## config.mk

```make
export PLATFORM = sky130hd
export DESIGN_NAME = spi_master_cfg_flat
export DESIGN_NICKNAME = d
export VERILOG_FILES = /design/src/rtl/spi_master_cfg_if.sv /design/src/rtl/spi_master_cfg.sv /design/src/flat_wrapper.sv
export SDC_FILE = /design/constraint.sdc
export NUM_CORES = 1
export LEC_CHECK = 0
export ABC_CLOCK_PERIOD_IN_PS = 3000
export CORE_ASPECT_RATIO = 1.1
export CORE_MARGIN = 3
export CORE_UTILIZATION = 50
export DETAILED_ROUTE_END_ITERATION = 8
export GPL_TIMING_DRIVEN = 0
export MAX_ROUTING_LAYER = met4
export PLACE_DENSITY = 0.85
export REMOVE_ABC_BUFFERS = 1
export SLEW_MARGIN = 0
export SYNTH_ARGS = -nofsm -noshare
export SYNTH_HDL_FRONTEND = slang
export SYNTH_SLANG_ARGS = --single-unit
```

## constraint.sdc

```tcl
create_clock -name clock -period 3 [get_ports clock]
set_input_delay 0.3 -clock clock [delete_from_list [all_inputs] [get_ports clock]]
set_output_delay 0.3 -clock clock [all_outputs]
set_load 0.01 [all_outputs]
```

## src/rtl/spi_master_cfg_if.sv

```systemverilog
// spi_master_cfg_if: host-side TX valid/ready and RX strobe bundle for the SPI master
interface spi_master_cfg_if #(
  parameter int DATA_W = 8
);
  logic              tx_valid;
  logic              tx_ready;
  logic [DATA_W-1:0] tx_data;
  logic              tx_last;
  logic              rx_valid;
  logic [DATA_W-1:0] rx_data;
  modport master (output tx_valid, tx_data, tx_last, input tx_ready, rx_valid, rx_data);
  modport slave (input tx_valid, tx_data, tx_last, output tx_ready, rx_valid, rx_data);
endinterface

```

## src/rtl/spi_master_cfg.sv

```systemverilog
// spi_master_cfg: SPI master with configurable width, CPOL/CPHA, bit order, divider and burst CS hold
module spi_master_cfg #(
  parameter int DATA_W = 8,
  parameter int DIV_W  = 8,
  parameter int NUM_SS = 2,
  parameter int SS_W   = (NUM_SS > 1) ? $clog2(NUM_SS) : 1
) (
  input  logic              clock,
  input  logic              reset,
  input  logic [DIV_W-1:0]  div,
  input  logic              cpol,
  input  logic              cpha,
  input  logic              lsb_first,
  input  logic [SS_W-1:0]   cs_sel,
  spi_master_cfg_if.slave   host,
  output logic              busy,
  output logic              sclk,
  output logic              mosi,
  input  logic              miso,
  output logic [NUM_SS-1:0] ss_n
);
  localparam int EW = $clog2(2 * DATA_W);
  typedef enum logic [2:0] {IDLE, LEAD, SHIFT, TRAIL, HOLD, GAP} state_t;
  state_t state_q, state_d;
  logic [DIV_W-1:0] cnt_q, cnt_d, div_q, div_d;
  logic [EW-1:0] ecnt_q, ecnt_d;
  logic [DATA_W-1:0] tx_sr_q, tx_sr_d, rx_sr_q, rx_sr_d, rx_data_q, rx_data_d, tx_nx, rx_nx;
  logic [SS_W-1:0] cs_q, cs_d;
  logic [NUM_SS-1:0] ss_n_q, ss_n_d;
  logic cpol_q, cpol_d, cpha_q, cpha_d, lsb_q, lsb_d, last_q, last_d;
  logic sclk_q, sclk_d, mosi_q, mosi_d, rx_valid_q, rx_valid_d;
  logic tx_ready_q, tx_ready_d, busy_q, busy_d;
  logic tick, accept, odd, fin, smp, shf;
  always_comb begin
    tick = cnt_q == div_q;
    accept = host.tx_valid & tx_ready_q;
    odd = ~ecnt_q[0];
    fin = ecnt_q == EW'(2 * DATA_W - 1);
    smp = cpha_q ? ~odd : odd;
    shf = cpha_q ? odd & (ecnt_q != '0) : ~odd & ~fin;
    tx_nx = lsb_q ? tx_sr_q >> 1 : tx_sr_q << 1;
    rx_nx = lsb_q ? {miso, rx_sr_q[DATA_W-1:1]} : {rx_sr_q[DATA_W-2:0], miso};
    state_d = state_q;
    cnt_d = tick ? '0 : cnt_q + DIV_W'(1);
    div_d = div_q;
    ecnt_d = ecnt_q;
    tx_sr_d = tx_sr_q;
    rx_sr_d = rx_sr_q;
    rx_data_d = rx_data_q;
    cs_d = cs_q;
    cpol_d = cpol_q;
    cpha_d = cpha_q;
    lsb_d = lsb_q;
    last_d = last_q;
    sclk_d = sclk_q;
    mosi_d = mosi_q;
    rx_valid_d = 1'b0;
    unique case (state_q)
      IDLE: begin
        sclk_d = cpol;
        if (accept) begin
          state_d = LEAD;
          tx_sr_d = host.tx_data;
          last_d = host.tx_last;
          cs_d = cs_sel;
          cpol_d = cpol;
          cpha_d = cpha;
          lsb_d = lsb_first;
          div_d = div;
          mosi_d = lsb_first ? host.tx_data[0] : host.tx_data[DATA_W-1];
        end
      end
      LEAD: if (tick) begin
        state_d = SHIFT;
        ecnt_d = '0;
      end
      SHIFT: if (tick) begin
        sclk_d = ~sclk_q;
        ecnt_d = ecnt_q + EW'(1);
        if (smp) rx_sr_d = rx_nx;
        if (shf) begin
          tx_sr_d = tx_nx;
          mosi_d = lsb_q ? tx_nx[0] : tx_nx[DATA_W-1];
        end
        if (fin) begin
          state_d = TRAIL;
          rx_valid_d = 1'b1;
          rx_data_d = rx_sr_d;
        end
      end
      TRAIL: if (tick) state_d = last_q ? GAP : HOLD;
      HOLD: if (accept) begin
        state_d = SHIFT;
        ecnt_d = '0;
        tx_sr_d = host.tx_data;
        last_d = host.tx_last;
        mosi_d = lsb_q ? host.tx_data[0] : host.tx_data[DATA_W-1];
      end
      GAP: if (tick) state_d = IDLE;
      default: state_d = IDLE;
    endcase
    if (state_d != state_q) cnt_d = '0;
    busy_d = state_d != IDLE;
    tx_ready_d = state_d == IDLE || state_d == HOLD;
    // an out-of-range select runs the frame with every line deasserted
    ss_n_d = (state_d == IDLE || state_d == GAP || 32'(cs_d) >= NUM_SS) ? '1 : ~(NUM_SS'(1) << cs_d);
  end
  always_ff @(posedge clock or negedge reset) begin
    if (!reset) begin
      state_q <= IDLE;
      cnt_q <= '0;
      div_q <= '0;
      ecnt_q <= '0;
      tx_sr_q <= '0;
      rx_sr_q <= '0;
      rx_data_q <= '0;
      cs_q <= '0;
      cpol_q <= 1'b0;
      cpha_q <= 1'b0;
      lsb_q <= 1'b0;
      last_q <= 1'b0;
      sclk_q <= 1'b0;
      mosi_q <= 1'b0;
      rx_valid_q <= 1'b0;
      tx_ready_q <= 1'b1;
      busy_q <= 1'b0;
      ss_n_q <= '1;
    end else begin
      state_q <= state_d;
      cnt_q <= cnt_d;
      div_q <= div_d;
      ecnt_q <= ecnt_d;
      tx_sr_q <= tx_sr_d;
      rx_sr_q <= rx_sr_d;
      rx_data_q <= rx_data_d;
      cs_q <= cs_d;
      cpol_q <= cpol_d;
      cpha_q <= cpha_d;
      lsb_q <= lsb_d;
      last_q <= last_d;
      sclk_q <= sclk_d;
      mosi_q <= mosi_d;
      rx_valid_q <= rx_valid_d;
      tx_ready_q <= tx_ready_d;
      busy_q <= busy_d;
      ss_n_q <= ss_n_d;
    end
  end
  assign host.tx_ready = tx_ready_q;
  assign host.rx_valid = rx_valid_q;
  assign host.rx_data = rx_data_q;
  assign busy = busy_q;
  assign sclk = sclk_q;
  assign mosi = mosi_q;
  assign ss_n = ss_n_q;
endmodule
```

## src/flat_wrapper.sv

```systemverilog
// flat-port wrapper written by rule: the top's interface ports become plain ports
module spi_master_cfg_flat 
#(
  parameter int DATA_W = 8,
  parameter int DIV_W  = 8,
  parameter int NUM_SS = 2,
  parameter int SS_W   = (NUM_SS > 1) ? $clog2(NUM_SS) : 1
)
  (clock, reset, div, cpol, cpha, lsb_first, cs_sel, busy, sclk, mosi, miso, ss_n, host_tx_valid, host_tx_data, host_tx_last, host_tx_ready, host_rx_valid, host_rx_data);
  spi_master_cfg_if #(.DATA_W(DATA_W)) host_i ();
  input  logic clock;
  input  logic reset;
  input  logic [DIV_W-1:0] div;
  input  logic cpol;
  input  logic cpha;
  input  logic lsb_first;
  input  logic [SS_W-1:0] cs_sel;
  output logic busy;
  output logic sclk;
  output logic mosi;
  input  logic miso;
  output logic [NUM_SS-1:0] ss_n;
  input wire logic [$bits(host_i.tx_valid)-1:0] host_tx_valid;
  input wire logic [$bits(host_i.tx_data)-1:0] host_tx_data;
  input wire logic [$bits(host_i.tx_last)-1:0] host_tx_last;
  output wire logic [$bits(host_i.tx_ready)-1:0] host_tx_ready;
  output wire logic [$bits(host_i.rx_valid)-1:0] host_rx_valid;
  output wire logic [$bits(host_i.rx_data)-1:0] host_rx_data;
  assign host_i.tx_valid = host_tx_valid;
  assign host_i.tx_data = host_tx_data;
  assign host_i.tx_last = host_tx_last;
  assign host_tx_ready = host_i.tx_ready;
  assign host_rx_valid = host_i.rx_valid;
  assign host_rx_data = host_i.rx_data;
  spi_master_cfg #(.DATA_W(DATA_W), .DIV_W(DIV_W), .NUM_SS(NUM_SS), .SS_W(SS_W)) u_core (.clock(clock), .reset(reset), .div(div), .cpol(cpol), .cpha(cpha), .lsb_first(lsb_first), .cs_sel(cs_sel), .host(host_i), .busy(busy), .sclk(sclk), .mosi(mosi), .miso(miso), .ss_n(ss_n));
endmodule
```

; ---- Word-level counts from Yosys, hierarchy flattened
; Index checks and enable logic that the tools add are counted.
[totals]
reg_bits = 58
latch_bits = 0
ramBits = 0
romBits = 0
out_inout_bits = 15
wordCells = 102
memories = 0
[op_classes]
addsub = 2
n_mul = 0
div = 0
order_cmp = 0
n_eq_ne = 16
shifts = 1
muxes = 40
bitwise = 7
n_reduce_logical = 19
[ops]
columns = operator, count
row1 = two-way mux 8 bit, 8
row2 = two-way mux 3 bit, 7
row3 = one-hot mux 3 bit (6 select lines), 1
row4 = two-way mux 1 bit, 16
row5 = one-hot mux 8 bit (2 select lines), 1
row6 = equality test 3 bit (second input constant), 4
row7 = two-way mux 4 bit, 3
row8 = inequality test 2 x 1 -> 1 bit (second input constant), 6
row9 = one-hot mux 4 bit (3 select lines), 1
row10 = nonzero test 3 bit, 3
row11 = adder 8 x 1 -> 8 bit (second input constant), 1
row12 = equality test 8 bit, 1
row13 = AND reduction 2 bit, 4
row14 = AND reduction 4 bit, 2
row15 = equality test 3 x 2 -> 1 bit (second input constant), 2
row16 = zero test 3 bit, 2
row17 = AND reduction 5 bit, 1
row18 = adder 4 x 1 -> 4 bit (second input constant), 1
row19 = equality test 4 bit (second input constant), 1
row20 = nonzero test 2 bit, 2
row21 = nonzero test 4 bit, 1
row22 = AND 1 bit, 3
row23 = equality test 3 x 1 -> 1 bit (second input constant), 1
row24 = inequality test 3 bit, 1
row25 = 9 further kinds, 12

; ---- Logic depth before layout (Yosys ltp)
; Gate-level depths: netlist (run 1).
[logic_depth]
word_depth = 7
mapped_depth = 8

; ---- Worst setup path after synthesis (run 1)
; Ideal clock, no wire load.
[synth_timing]
kind = register to register
start = register u_core.cnt_q[1]
end = register u_core.rx_data_q[1] (netlist: u_core.host.rx_data[1])
setup_ns = 0.127
arrival_time_ns = 2.062
t_required_ns = 2.873
path_slack_ns = 0.812
stages_incl_launch_ff = 8
period_less_slack_ns = 2.188
path_cell_list = dfrtp_1 xor2_1 or4_4 or4_1 buf_2 buf_4 nand2_1 o21ai_0
[synth_between]
elab_chain_len = 2
[synth_rtl]
columns = item, line
row1 = "start, declared", spi_master_cfg.sv:25  ; logic [DIV_W-1:0] cnt_q, cnt_d, div_q, div_d;
row2 = "start signal, assigned", spi_master_cfg.sv:130  ; cnt_q <= cnt_d;
row3 = equality test 8 bit, spi_master_cfg.sv:35  ; tick = cnt_q == div_q;
row4 = AND reduction 3 bit (no line), n/a
row5 = "end signal, assigned", spi_master_cfg.sv:135  ; rx_data_q <= rx_data_d;
row6 = "end, declared", spi_master_cfg.sv:27  ; logic [DATA_W-1:0] tx_sr_q, tx_sr_d, rx_sr_q, rx_sr_d, rx_data_q, rx_data_d, tx_nx, rx_nx;
; Every way passes these cells.
; A chain may end at the register's enable or synchronous reset.

; ---- Worst setup path after layout (run 1)
[layout_timing]
start = register u_core.cnt_q[0]
end = register u_core.ss_n_q[0] (netlist: u_core.ss_n[0])
[layout_between]
elab_chain_len = 6
word_cells_on_any_way = 10
classes_between = eq/ne: 2 / mux: 6 / reduce/logical: 2
[layout_rtl]
columns = item, line
row1 = equality test 8 bit (*), spi_master_cfg.sv:35
row2 = "two-way mux 3 bit, on equally long branches", n/a
row3 = one-hot mux 3 bit (6 select lines) (*), spi_master_cfg.sv:58  ; unique case (state_q)
row4 = named net u_core.state_d[0], spi_master_cfg.sv:24  ; state_t state_q, state_d;
row5 = equality test 3 bit or zero test 3 bit (tied branches), spi_master_cfg.sv:106  ; ss_n_d = (state_d == IDLE || state_d == GAP || 32'(cs_d) >= NUM_SS) ? '1 : ~(NUM_SS'(1) << cs_d);
row6 = logical OR 1 bit (*), spi_master_cfg.sv:106
row7 = two-way mux 2 bit (*), spi_master_cfg.sv:106
row8 = named net u_core.ss_n_d[0], spi_master_cfg.sv:29  ; logic [NUM_SS-1:0] ss_n_q, ss_n_d;
row9 = "end signal, assigned", spi_master_cfg.sv:146  ; ss_n_q <= ss_n_d;
row10 = "end, declared", spi_master_cfg.sv:29
; The timed path passes the listed nets; every way through them passes the cells marked *.

==> results by group, run 1 <==
Logic synthesis
  – Yosys cell types: 41
  – Largest family of logic cells by synthesized area: simple AND/OR/NAND/NOR gates
  – Post-synthesis share of cell area spent on xor and xnor gates: 5.452%
  – Area fraction in compound gates after synthesis: 10.82%
  – Flip-flop and latch count after synthesis: 58
  – Yosys warns: 0
  – Top FF cell, synth: dfrtp_1
  – Mapped Area: 0.002892 mm2
  – Fraction of the yosys area taken by sequential cells: 50.32%
  – Async S/R FF share, synth: 100.0%
  – Gate Count Post-Synth: 284
  – Share of synthesized cell area in full adder, half adder and majority cells: 1.298%
  – Mux contribution to synthesized area: 13.85%
  – Per-instance average area after synthesis: 10.18 um2
  – Area share of and/or/nand/nor cells after synthesis: 14.54%
  – Number of flops mapped to enable cells by yosys: 0

Worst setup path
  – Cell family contributing the most delay on the critical path: simple AND/OR/NAND/NOR gates
  – Maximum fanout along the worst path: 15
  – Cell Chain, Critical Path: xor2_1 -> or4_4 -> or4_1 -> nand3_2 -> a2111o_1 -> nand3b_1
  – Worst flop-to-flop path endpoint: u_core.ss_n[0]$_DFF_PN1_
  – Library cell contributing the largest single delay on the critical path: or4_1
  – Worst EP arrival: 2.81 ns
  – Data required, critical path: 3.26 ns
  – Crit end category: register
  – Buf+Inv Stages, Crit Path: 0
  – Worst reg2reg path depth: 6
  – R2R Setup Slk: 0.45 ns
  – Critical path class: reg -> reg
  – Maximum single-stage delay on the critical path: 0.79 ns
  – Element type at the critical path start: register
  – R2R Path Start: u_core.cnt_q[0]$_DFF_PN0_

Drt
  – Final routed DRC violation total: 0
  – Number of iterations in the first detailed-routing pass: 4
  – Via/cell ratio: 5.378
  – DR iter-0 viols: 111
  – Antenna-violating nets left: 0
  – Total Routed Length: 5769 um
  – Total number of vias: 2,189
  – Routed wire length per instance: 14.17 um

Die
  – Full die area: 0.006733 mm2
  – Starting utilization of the core area: 52.57%
  – Core area: 0.005500 mm2
  – Boundary pin count: 40
  – Chip height: 85.76 um
  – Std-Cell Rows: 28
  – Die width: 78.51 um

STA
  – Final setup vio count: 0
  – Unrepaired setup endpoints after global routing: false
  – Setup TNS: 0 ns
  – Pin slew with the least headroom to its limit: 1.011 ns
  – Period minus WS final: 2.551 ns
  – Final setup slack of the worst path: 0.4486 ns
  – Headroom to the max-slew limit: 32.13%
  – Final Hold Vio Count: 0
  – Crit share post-route: 85.05%
  – Maximum clock skew at final layout: 0.005312 ns
  – Max Fclk: 391.9 MHz
  – Fin Hold WS: 0.4800 ns
  – Slew Viols, Final: 0

Pwr
  – Power per standard cell area: 949.0 mW/mm2
  – Worst voltage drop across the vdd grid: 515.3 uV
  – Static leakage: 0.001591 uW

Placement
  – Worst slack after detailed placement: 0.1021 ns
  – Final RePlAce weighted congestion: 0.8226
  – HPWL after DPL: 3983 um
  – IO buf count: 39
  – Placed Cells incl. Taps: 388
  – Area after DPL: 0.003353 mm2

Run status
  – Result of the run: complete, no violations

Final layout
  – Number of antenna diodes: 0
  – Final net count: 355
  – Area Overhead vs Synth: 24.36%
  – Final non-filler cell total: 407
  – Most common library cell in the layout ignoring fill and taps: dfrtp_1
  – Design Area, Final: 0.003596 mm2
  – Count of filler cells inserted in the layout: 450
  – Proportion of layout cells with a drive suffix above 1: 13.55%
  – Most used cells in the layout excluding fill and tap cells: 55 x dfrtp_1, 38 x clkdlybuf4s50_1, 31 x nor2_1

GRT
  – Number of antenna violations at the first check in global routing: 0
  – Vias in the first global route: 2,118
  – Wire length of the first global-routing pass: 9673 um
  – Overall fraction of global-route tracks in use: 19.21%
  – Global-route congestion overflow total: 0
  – Pin count of the biggest net entering global routing: 37

CTS
  – H-Tree Level Count: 3
  – CTS tree: done
  – Number of sinks on the clock net: 58
  – Num CTS Buffers: 9
  – Clock root cell: clkbuf_8
  – Clk Latency, worst-skew pair: 0.33 ns
  – Clock Tree Buf Depth: 2
  – Register clock-pin slew on the reported worst setup and hold paths: 0.06 ns
  – Gates resized, CTS repair: 0

Hold path
  – Worst hold-check path type: in -> async

Flow run
  – Count of max-cap constraint violations: 0
per-layer routing:
| metal | wire length [um] | global-route usage [%] | vias up | share of wire (%) |
|---|---|---|---|---|
| met5 | 0 | - | - | 0 |
| met4 | 153 | 8.108 | 0 | 2.7 |
| met3 | 280 | 6.828 | 14 | 4.9 |
| met2 | 2933 | 30.35 | 60 | 51 |
| met1 | 2402 | 22.22 | 1046 | 42 |
| li1 | - | - | 1069 | - |
what timing repair did:
action / 4_1_cts / 5_1_grt
endpoints found under the hold margin: 19 / 0
setup buffers: 0 / 2
hold buffers: 1 / 0
setup endpoints to repair: 0 / 9
how the worst max path moves through the flow:
| stage | from | endpoint | slack, ns | cells after the start |
|---|---|---|---|---|
| floorplan | u_core.host.tx_ready$_DFF_PN1_ | u_core.ss_n[0]$_DFF_PN1_ | 0.47 | 4 |
| global placement | host_tx_valid | u_core.cnt_q[6]$_DFF_PN0_ | -0.47 | 6 |
| detailed placement | u_core.cnt_q[0]$_DFF_PN0_ | u_core.mosi$_DFFE_PN0P_ | 0.10 | 5 |
| CTS | u_core.cnt_q[0]$_DFF_PN0_ | u_core.mosi$_DFFE_PN0P_ | 0.08 | 5 |
| global route | u_core.state_q[1]$_DFF_PN0_ | u_core.mosi$_DFFE_PN0P_ | 0.25 | 5 |
| finish | u_core.cnt_q[0]$_DFF_PN0_ | u_core.ss_n[0]$_DFF_PN1_ | 0.45 | 6 |
synthesized netlist by cell type, drive strengths merged, types with 2 or more instances:
cell     n  area [um2]
nor3     4       31.28
xnor2    9       78.83
nand4    3       18.77
and3     2       12.51
clkbuf   6       22.52
a21oi   19       95.09
a211oi   3       22.52
o21ai   21       105.1
inv     15       56.30
buf      6       28.78
o22ai    2       12.51
mux2    16       180.2
ha       3       37.54
mux2i   22       220.2
nand3    8       45.04
or4      2       18.77
nand2   27       101.4
nor4     4       25.02
o31ai    2       15.01
dfstp    3       78.83
nor2    31       116.4
xor2     9       78.83
dfrtp   55        1376
worst register-to-register path: stages (launching register included):
cell	delay (ns)
dfrtp_1	0.43
xor2_1	0.20
or4_4	0.58
or4_1	0.79
nand3_2	0.22
a2111o_1	0.17
nand3b_1	0.08
area by class of cell:
class | instances | area [um2] | area share, %
clock inverters | 6 | 80.08 | 2.227
clock buffers | 10 | 137.6 | 3.827
flip-flops and latches | 58 | 1455 | 40.47
repair buffers | 44 | 437.9 | 12.18
multi-input cells | 199 | 1335 | 37.13
inverters | 15 | 56.30 | 1.566
well taps | 75 | 93.84 | 2.610
state kept, by name (all words and copies together), names as in the netlist, 2 cells and up:
signal	flops
u_core.ss_n	2
u_core.ecnt_q	4
u_core.div_q	8
u_core.tx_sr_q	8
u_core.cnt_q	8
u_core.state_q	3
u_core.host.rx_data	8
u_core.rx_sr_q	8
report_power, final:
group | total [uW] | switching [uW] | internal [uW]
Sequential | 1390 | 320 | 1070
Clock | 781 | 298 | 484
Combinational | 1240 | 635 | 604
Total | 3410 | 1250 | 2160
cells by family after synthesis:
logic type	count (synthesis)
AND/OR/NAND/NOR	88
AO/OA/AOI/OAI	52
XOR/XNOR	18
flip-flops	58
buffers and inverters	27
multiplexers	38
adder cells (fa/ha/maj)	3
metrics by stage:
step           power [uW]  utilization (%)
2_1_floorplan        2250                -
3_3_place_gp         2557            60.44
3_5_place_dp         2634            60.96
4_1_cts              3444            65.10
5_1_grt              3690            65.38
6_report             3413            65.38
Note: power is estimated with default switching activity, not from simulation.
==> run 2, diff against run 1 <==
HOLD_SLACK_MARGIN = 0.15   (was default)
==> results of run 2 <==
Final layout, timing and power as in run 1 (identical DEF).
